`config.mk`:
```
export PLATFORM = sky130hd
export DESIGN_NAME = cla_adder_pipe
export DESIGN_NICKNAME = d
export VERILOG_FILES = /design/src/rtl/cla_pkg.sv /design/src/rtl/cla_group4.sv /design/src/rtl/cla_adder_pipe.sv
export SDC_FILE = /design/constraint.sdc
export NUM_CORES = 1
export LEC_CHECK = 0
export CORE_MARGIN = 2
export CORE_UTILIZATION = 53
export DETAILED_ROUTE_END_ITERATION = 6
export PLACE_DENSITY = 0.79
export RECOVER_POWER = 50
export SYNTH_ARGS = -nofsm -noshare
export SYNTH_HDL_FRONTEND = slang
export SYNTH_SLANG_ARGS = --single-unit
export TNS_END_PERCENT = 100
```
`constraint.sdc`:
```
create_clock -name clk -period 2.1 [get_ports clk]
set_input_delay 0.42 -clock clk [delete_from_list [all_inputs] [get_ports clk]]
set_output_delay 0.42 -clock clk [all_outputs]
set_load 0.01 [all_outputs]
```
`src/rtl/cla_pkg.sv`:
```
// Shared definitions for the pipelined carry-lookahead adder.
//   CLA_GRP_W : width of one lookahead group (bits)
//   cla_ngrp  : number of groups needed for a given operand width
//   cla_gp_t  : group generate/propagate pair
package cla_pkg;

  localparam int unsigned CLA_GRP_W = 4;

  typedef struct packed {
    logic g;
    logic p;
  } cla_gp_t;

  function automatic int unsigned cla_ngrp(input int unsigned width);
    return width / CLA_GRP_W;
  endfunction

endpackage

```
`src/rtl/cla_group4.sv`:
```
// 4-bit carry-lookahead group (purely combinational).
// Ports:
//   g, p    : per-bit generate (a&b) and propagate (a|b)
//   cin_grp : carry into bit 0 of the group
//   c       : carry into each bit of the group, c[0] = cin_grp
//   gp      : group generate/propagate, independent of cin_grp
module cla_group4
  import cla_pkg::*;
(
  input  logic [3:0] g,
  input  logic [3:0] p,
  input  logic       cin_grp,
  output logic [3:0] c,
  output cla_gp_t    gp
);

  assign c[0] = cin_grp;
  assign c[1] = g[0] | (p[0] & cin_grp);
  assign c[2] = g[1] | (p[1] & g[0]) | (p[1] & p[0] & cin_grp);
  assign c[3] = g[2] | (p[2] & g[1]) | (p[2] & p[1] & g[0]) | (p[2] & p[1] & p[0] & cin_grp);

  assign gp.g = g[3] | (p[3] & g[2]) | (p[3] & p[2] & g[1]) | (p[3] & p[2] & p[1] & g[0]);
  assign gp.p = &p;

endmodule

```
`src/rtl/cla_adder_pipe.sv`:
```
// Two-stage pipelined carry-lookahead adder with valid/ready streaming.
// Stage 1 registers bit terms and per-group G/P; stage 2 resolves the group carry chain,
// in-group carries, sum, carry-out and signed overflow.
// Ports:
//   clk, rst_n            : clock (rising edge), asynchronous active-low reset
//   in_valid / in_ready   : operand handshake (in_ready combinationally follows out_ready)
//   in_a, in_b, in_cin    : operands and carry-in
//   in_sub                : only with CLA_ADDER_SUB_EN defined; computes a - b (+ cin inverted)
//   out_valid / out_ready : result handshake; outputs hold while stalled
//   out_sum, out_cout     : sum modulo 2^WIDTH and carry out of the MSB
//   out_ovf               : signed overflow (carry into MSB xor carry out of MSB)
// Macro CLA_ADDER_SUB_EN enables the optional subtract control.
module cla_adder_pipe
  import cla_pkg::*;
#(
  parameter int unsigned WIDTH = 16,
  parameter int unsigned NGRP  = cla_ngrp(WIDTH)
) (
  input  logic             clk,
  input  logic             rst_n,
  input  logic             in_valid,
  output logic             in_ready,
  input  logic [WIDTH-1:0] in_a,
  input  logic [WIDTH-1:0] in_b,
  input  logic             in_cin,
`ifdef CLA_ADDER_SUB_EN
  input  logic             in_sub,
`endif
  output logic             out_valid,
  input  logic             out_ready,
  output logic [WIDTH-1:0] out_sum,
  output logic             out_cout,
  output logic             out_ovf
);

  if ((WIDTH % CLA_GRP_W) != 0 || WIDTH < CLA_GRP_W) begin : g_bad_width
    $error("cla_adder_pipe: WIDTH must be a multiple of 4 and at least 4");
  end
  if (NGRP != cla_ngrp(WIDTH)) begin : g_bad_ngrp
    $error("cla_adder_pipe: NGRP is derived from WIDTH and must not be overridden");
  end

  // ---------------------------------------------------------------------------
  // Handshake
  // ---------------------------------------------------------------------------
  logic s1_valid_q, s1_valid_d;
  logic s2_valid_q, s2_valid_d;
  logic s1_en, s2_en;

  always_comb begin
    s2_en      = !s2_valid_q || out_ready;
    s1_en      = !s1_valid_q || s2_en;
    s1_valid_d = s1_en ? in_valid : s1_valid_q;
    s2_valid_d = s2_en ? s1_valid_q : s2_valid_q;
  end

  assign in_ready = s1_en;

  // ---------------------------------------------------------------------------
  // Stage 1: bit terms and group generate/propagate
  // ---------------------------------------------------------------------------
  logic [WIDTH-1:0] b_eff;
  logic             cin_eff;

`ifdef CLA_ADDER_SUB_EN
  assign b_eff   = in_b ^ {WIDTH{in_sub}};
  assign cin_eff = in_cin ^ in_sub;
`else
  assign b_eff   = in_b;
  assign cin_eff = in_cin;
`endif

  logic [WIDTH-1:0] x_d, g_d, p_d;
  assign x_d = in_a ^ b_eff;
  assign g_d = in_a & b_eff;
  assign p_d = in_a | b_eff;

  cla_gp_t [NGRP-1:0] grp_gp_d;
  // In-group carries are not needed until stage 2; G/P do not depend on cin_grp.
  logic [WIDTH-1:0]   unused_s1_c;

  for (genvar k = 0; k < NGRP; k++) begin : g_s1_grp
    cla_group4 u_grp (
      .g       (g_d[CLA_GRP_W*k +: CLA_GRP_W]),
      .p       (p_d[CLA_GRP_W*k +: CLA_GRP_W]),
      .cin_grp (1'b0),
      .c       (unused_s1_c[CLA_GRP_W*k +: CLA_GRP_W]),
      .gp      (grp_gp_d[k])
    );
  end

  logic [WIDTH-1:0]   s1_x_q, s1_g_q, s1_p_q;
  cla_gp_t [NGRP-1:0] s1_gp_q;
  logic               s1_cin_q;

  // Data registers load whenever the stage may advance; validity is tracked separately.
  always_ff @(posedge clk or negedge rst_n) begin
    if (!rst_n) begin
      s1_valid_q <= 1'b0;
      s1_x_q     <= '0;
      s1_g_q     <= '0;
      s1_p_q     <= '0;
      s1_gp_q    <= '0;
      s1_cin_q   <= 1'b0;
    end else begin
      s1_valid_q <= s1_valid_d;
      if (s1_en) begin
        s1_x_q   <= x_d;
        s1_g_q   <= g_d;
        s1_p_q   <= p_d;
        s1_gp_q  <= grp_gp_d;
        s1_cin_q <= cin_eff;
      end
    end
  end

  // ---------------------------------------------------------------------------
  // Stage 2: group carry chain, in-group carries, sum and flags
  // ---------------------------------------------------------------------------
  logic [NGRP:0] grp_c;

  always_comb begin
    grp_c    = '0;
    grp_c[0] = s1_cin_q;
    for (int unsigned k = 0; k < NGRP; k++) begin
      grp_c[k+1] = s1_gp_q[k].g | (s1_gp_q[k].p & grp_c[k]);
    end
  end

  logic [WIDTH-1:0]   bit_c;
  cla_gp_t [NGRP-1:0] unused_s2_gp;

  for (genvar k = 0; k < NGRP; k++) begin : g_s2_grp
    cla_group4 u_grp (
      .g       (s1_g_q[CLA_GRP_W*k +: CLA_GRP_W]),
      .p       (s1_p_q[CLA_GRP_W*k +: CLA_GRP_W]),
      .cin_grp (grp_c[k]),
      .c       (bit_c[CLA_GRP_W*k +: CLA_GRP_W]),
      .gp      (unused_s2_gp[k])
    );
  end

  logic [WIDTH-1:0] sum_d;
  logic             cout_d, ovf_d;

  assign sum_d  = s1_x_q ^ bit_c;
  assign cout_d = grp_c[NGRP];
  assign ovf_d  = bit_c[WIDTH-1] ^ grp_c[NGRP];

  logic [WIDTH-1:0] s2_sum_q;
  logic             s2_cout_q, s2_ovf_q;

  always_ff @(posedge clk or negedge rst_n) begin
    if (!rst_n) begin
      s2_valid_q <= 1'b0;
      s2_sum_q   <= '0;
      s2_cout_q  <= 1'b0;
      s2_ovf_q   <= 1'b0;
    end else begin
      s2_valid_q <= s2_valid_d;
      if (s2_en) begin
        s2_sum_q  <= sum_d;
        s2_cout_q <= cout_d;
        s2_ovf_q  <= ovf_d;
      end
    end
  end

  assign out_valid = s2_valid_q;
  assign out_sum   = s2_sum_q;
  assign out_cout  = s2_cout_q;
  assign out_ovf   = s2_ovf_q;

endmodule

```
==> results.yml, run 1 <==
drt:
  routedWlPerCell_um: 14.5
  via_per_inst: 5.23
  ant_nets: 0
  drt_pass1_iterations: 5
  drc: 0
  drt-total-wl_um: 6770
  dr.first_iter.drc_count: 137
  num_vias: 2441
timing:
  tightest_slew_ns: 0.948
  fin_skew_ns: 0.00803
  hold_violations: 0
  slew_violations: 0
  postLayoutSetupSlackWorst_ns: 0.202
  fmax_mhz: 527
  hold-worst-slack_ns: 0.192
  fin_crit_sh: 0.904
  setup_viol: 0
  rsz0062_at_grt: "no"
  min_period_ns: 1.90
  slew_headroom: 0.368
synthesis:
  synth_top_family_by_area: "compound AO/OA/AOI/OAI gates"
  synth-seq-area-share: 0.497
  yosysWarnings: 0
  yosys.area.top_type_share: 0.497
  synth-simple-area-share: 0.0681
  synth_compound_area_frac: 0.125
  synth_xor_area_frac: 0.0429
  ys_top_cells_by_area: "dfrtp_1 50%, ha_1 12%, mux2_1 8.4%, a21oi_1 6.3%, inv_1 4.4%"
  synthesis.nets: 392
  synth_largest_area_cell: "dfrtp_1"
  synthAdderAreaFrac: 0.115
  syn_area_um2: 3470
  synth_cell_types: 30
  postSynthCellCount: 323
  synth_mux_area_frac: 0.0940
  ys_ff_latch: 69
  avgSynthCellArea_um2: 10.8
power_and_ir_drop:
  switchingPower_mw: 1.05
  p_int_mw: 2.77
  p_seq_frac: 0.444
  swShare: 0.275
  peakVddDrop_v: 0.000592
  p_clk_frac: 0.322
  p_leak_nw: 2.02
  pwr-share-comb: 0.233
  pwr_density_cell_nw_per_um2: 883
floorplanning:
  die_h_um: 85.0
  num_rows: 29
  die_w_um: 85.0
  die_area_um2: 7220
  fp.coreArea_um2: 6350
  initial_core_util: 0.547
  pin_count: 57
cells_and_area:
  area_delta_synth_final_pct: 24.7
  design_area_um2: 4330
  layout-drive-gt1-share: 0.0667
  layout.cells.non_filler: 467
  antennaDiodeCount: 0
  layout.nets: 454
  fin_util: 0.682
global_routing:
  grt_overflow: 0
  grt_pass1_wl_um: 11700
  grt_use_met1: 0.246
  grt_max_degree: 38
  globalRouteTotalUtil: 0.206
  first_global_vias: 2555
  use_met2: 0.362
  antenna_found_initial: 0
  busiest_layer: "met2"
  met3_usage: 0.0535
clocking:
  clockBufferDepth: 2
  numCtsBuffers: 9
  cts-root-buf: "clkbuf_8"
  worstSkewPairLatency_ns: 0.35
  cts.clk_slew.worst_paths_ns: 0.07
  htree_num_levels: 3
  cts_tree: "done"
  cts_sinks: 69
outcome:
  status: "completed"
worst_setup_path:
  arrival_ns: 1.48
  worst_setup_path_start_kind: "primary input"
  cp_cell_sequence: "clkdlybuf4s50_1, nor2b_1, nand2_2, dlygate4sd2_1"
  cp_max_fo: 3
  path_class: "primary input to output pin"
  max_stage_delay_ns: 0.43
  cp_slowest_cell: "clkdlybuf4s50_1"
  worstSetupEndpointType: "output pin"
  cp.required_ns: 1.68
place:
  placed_area_um2: 4130
  place_inst: 451
  dpl.hpwl_um: 5000
  dp_slack_ns: -0.00612
  io_buffer_count: 56
  place_congestion: 0.827
hold_path:
  min_path_type: "primary input to asynchronous set/reset pin"
run:
  drv_cap: 0
-- layer usage --
layer  vias up  share of wire
met5         -              0
met4         0          0.014
met3        10          0.039
met2        45           0.53
met1      1187           0.42
li1       1199              -
-- what timing repair did --
action | 4_1_cts | 5_1_grt
hold endpoints to repair | 0 | 0
hold buffers | 0 | 0
resized for setup | 1 | 0
endpoints found under the setup margin | 1 | 0
buffers inserted | 0 | 0
-- critical path, delay by kind of cell --
family / cells / cell delay (ns)
buffers and inverters: 2 / 0.75
AND/OR/NAND/NOR: 2 / 0.31
-- stage by stage --
step	power, mW	TNS, ns
2_1_floorplan	2.17	0
3_3_place_gp	2.59	0
3_5_place_dp	2.63	-0.00612
4_1_cts	3.86	0
5_1_grt	4.03	0
6_report	3.82	0
-- worst paths after layout --
path                             startpoint           to  slack (ns)  cells past startpoint
worst max-delay path              out_ready     in_ready        0.20                      4
min in group clk                out_sum[15]  out_sum[15]        0.49                      2
max in group asynchronous             rst_n   out_sum[7]        0.65                      2
worst min-delay path                  rst_n    s1_x_q[1]        0.19                      1
worst max register to register    out_valid    s1_x_q[0]        0.33                      4
worst min register to register  out_sum[15]  out_sum[15]        0.49                      2
-- layout by cell type (no fill, tap or decap), types with 2 or more instances in the layout --
cell / instances
a21o_1: 4
a21oi_1: 44
bufinv_16: 2
clkbuf_1: 5
clkbuf_2: 4
clkbuf_8: 11
clkdlybuf4s50_1: 54
dfrtp_1: 69
ha_1: 32
inv_1: 41
mux2_1: 26
mux2_2: 3
nand2_1: 9
nand2b_1: 3
nor2_1: 29
o21ai_0: 3
o21ai_1: 9
o21bai_1: 7
or4_1: 4
xnor2_1: 8
xor2_1: 9
-- synth_stat cells --
cell / count
o21bai_1: 7
nand3_1: 1
a31oi_1: 1
clkbuf_1: 4
or3_1: 1
nor2_1: 29
xor2_1: 9
dfrtp_1: 69
and4_1: 1
ha_1: 32
o21ai_0: 2
nor2b_1: 1
or4_1: 4
nand2_1: 10
nand2b_1: 3
a2111oi_4: 1
mux2_1: 26
inv_1: 41
a21o_1: 4
buf_2: 6
o21ai_1: 10
nor3_1: 1
a21oi_1: 44
mux2_2: 3
a211oi_4: 1
xnor2_1: 8
buf_1: 1
o211ai_1: 1
a31o_2: 1
nor3_2: 1
-- cell type report --
type,count,area (µm²)
clock inverters,3,67.6
fillers,472,2020
flip-flops and latches,69,1730
well taps,77,96.3
multi-input cells,202,1550
inverters,41,154
repair buffers,62,581
clock buffers,13,159
-- cells by family after synthesis --
group                    Yosys count
XOR/XNOR                          17
AND/OR/NAND/NOR                   52
AO/OA/AOI/OAI                     72
buffers and inverters             52
multiplexers                      29
flip-flops                        69
adder cells (fa/ha/maj)           32
-- flip-flops by register name, indices dropped and copies added (netlist names) --
register and cells:
out_ovf 1, s1_x_q 16, s1_gp_q 8, out_sum 16, out_valid 1, s1_cin_q 1
s1_g_q 12, out_cout 1, s1_p_q 12, s1_valid_q 1
-- power groups by stage --
stage	clock network, mW	registers (mW)	logic [mW]
CTS	1.24	1.70	0.912
global placement	0	1.71	0.878
detailed placement	0	1.72	0.905
global route	1.30	1.73	0.990
floorplan	0	1.74	0.430
finish	1.23	1.70	0.892
(Power assumes the default switching activity.)
==> inputs of run 2 (changes only) <==
--- a/config.mk
+++ b/config.mk
@@ -6,9 +6,9 @@
 export NUM_CORES = 1
 export LEC_CHECK = 0
 export CORE_MARGIN = 2
-export CORE_UTILIZATION = 53
+export CORE_UTILIZATION = 57
 export DETAILED_ROUTE_END_ITERATION = 6
-export PLACE_DENSITY = 0.79
+export PLACE_DENSITY = 0.84
 export RECOVER_POWER = 50
 export SYNTH_ARGS = -nofsm -noshare
 export SYNTH_HDL_FRONTEND = slang
==> constraint.sdc (replaced) <==
create_clock -name clk -period 2.2 [get_ports clk]
set_input_delay 0.44 -clock clk [delete_from_list [all_inputs] [get_ports clk]]
set_output_delay 0.44 -clock clk [all_outputs]
set_load 0.01 [all_outputs]
==> run 2 against run 1 <==
Critical path depth did not move. Die area fell by 6.7%. Clock power fell by 29%. Worst setup slack got worse by 0.041 ns. Total power fell by 13%. Routed wire length fell by 3.5%. Sequential share of layout area rose by 0.63 points. Sequential power fell by 5%. Cell area fell by 1.6%.
==> results.yml, run 2 (synthesized netlist as in run 1, its figures left out) <==
drt:
  dr.first_iter.drc_count: 123
  drt_pass1_iterations: 4
  drt-total-wl_um: 6530
  num_vias: 2484
  routedWlPerCell_um: 14.1
  via_per_inst: 5.35
  ant_nets: 0
  drc: 0
worst_setup_path:
  cp.depth: 4
  cp_max_fo: 2
  r2r_slack_ns: 0.39
  worstSetupEndpointType: "output pin"
  arrival_ns: 1.60
  reg2reg_depth: 4
  path_class: "primary input to output pin"
  cp_slowest_cell: "clkdlybuf4s50_1"
  cp.required_ns: 1.76
  cpLargestDelayFamily: "buffers and inverters"
  worst_setup_path_start_kind: "primary input"
  cp_cell_sequence: "clkdlybuf4s50_1, nor2b_1, nand2_2, clkdlybuf4s50_1"
  r2r_end: "s1_g_q[6]"
  r2r-start: "out_valid"
  cp_common_cell: "clkdlybuf4s50_1"
  cp-startpoint: "out_ready"
  endpoint: "in_ready"
  crit_buf_inv: 2
  max_stage_delay_ns: 0.47
clocking:
  cts_sinks: 69
  htree_num_levels: 3
  cts_resized: 0
  clockBufferDepth: 2
  numCtsBuffers: 9
  post-cts-setup-buffers: 0
  worstSkewPairLatency_ns: 0.33
  cts_tree: "done"
  hold_buffers: 0
  cts.clk_slew.worst_paths_ns: 0.07
  cts-root-buf: "clkbuf_8"
cells_and_area:
  final_common_cell: "dfrtp_1"
  layout-drive-gt1-share: 0.0591
  fill_cells: 424
  layout.nets: 454
  layout.cells.non_filler: 464
  antennaDiodeCount: 0
  area_delta_synth_final_pct: 22.7
  layout_common_cells: "69 x dfrtp_1, 55 x clkdlybuf4s50_1, 44 x a21oi_1, 41 x inv_1, 32 x ha_1"
  design_area_um2: 4260
  fin_util: 0.720
timing:
  postLayoutSetupSlackWorst_ns: 0.161
  rsz0062_at_grt: "no"
  setup_viol: 0
  tightest_slew_ns: 1.06
  fin_crit_sh: 0.927
  fmax_mhz: 490
  min_period_ns: 2.04
  tns_ns: 0
  slew_headroom: 0.296
  hold_violations: 0
  fin_skew_ns: 0.00827
  hold-worst-slack_ns: 0.269
  slew_violations: 0
place:
  dpl.hpwl_um: 4830
  place_congestion: 0.836
  io_buffer_count: 56
  placed_area_um2: 4140
  place_inst: 449
  dp_slack_ns: 0.118
global_routing:
  grt_max_degree: 71
  grt_pass1_wl_um: 10900
  antenna_found_initial: 0
  grt_overflow: 0
  first_global_vias: 2432
  globalRouteTotalUtil: 0.217
floorplanning:
  pin_count: 57
  fp.coreArea_um2: 5920
  die_area_um2: 6740
  initial_core_util: 0.587
  die_w_um: 82.1
  die_h_um: 82.1
  num_rows: 28
run:
  drv_cap: 0
outcome:
  status: "completed"
power_and_ir_drop:
  pwr_density_cell_nw_per_um2: 785
  peakVddDrop_v: 0.000463
  finalPower_mw: 3.35
  p_leak_nw: 2.00
hold_path:
  min_path_type: "primary input to asynchronous set/reset pin"
[run 2: cell types whose count changed in the layout (fill, tap and decap cells not counted), sizes merged]
cell / delta
clkinv: +2
clkinvlp: -1
clkdlybuf4s50: +1
dlygate4sd2: -1
bufinv: -2
[run 2: worst min path at each step]
stage                     start          end  slack, ns
after CTS                 rst_n  out_sum[10]       0.05
after global placement    rst_n   s1_x_q[10]       0.40
after floorplan           rst_n     out_cout       0.14
after detailed placement  rst_n  out_sum[10]       0.41
after global routing      rst_n  out_sum[10]       0.37
final                     rst_n  out_sum[10]       0.27
[run 2: per-layer routing]
metal / vias to the layer above / part of all wire / GRT usage / wire, µm
met3: 7 / 0.041 / 0.0538 / 266
met5: - / 0 / 0 / 0
li1: 1196 / - / - / -
met1: 1227 / 0.43 / 0.275 / 2790
met4: 0 / 0.0093 / 0.0667 / 61
met2: 54 / 0.52 / 0.367 / 3410
[run 2: layout make-up]
class | count | area, µm² | area share
Clock buffer | 13 | 149 | 0.0349
Tap cell | 75 | 93.8 | 0.0220
Inverter | 41 | 154 | 0.0361
Timing Repair Buffer | 62 | 583 | 0.137
Clock inverter | 2 | 10.0 | 0.00235
Sequential cell | 69 | 1730 | 0.405
Multi-Input combinational cell | 202 | 1550 | 0.363
[run 2: where the power goes]
part	switching (mW)	leakage, nW	internal, mW
Clock	0.443	0.0833	0.432
Sequential	0.142	0.799	1.48
Combinational	0.384	1.11	0.467
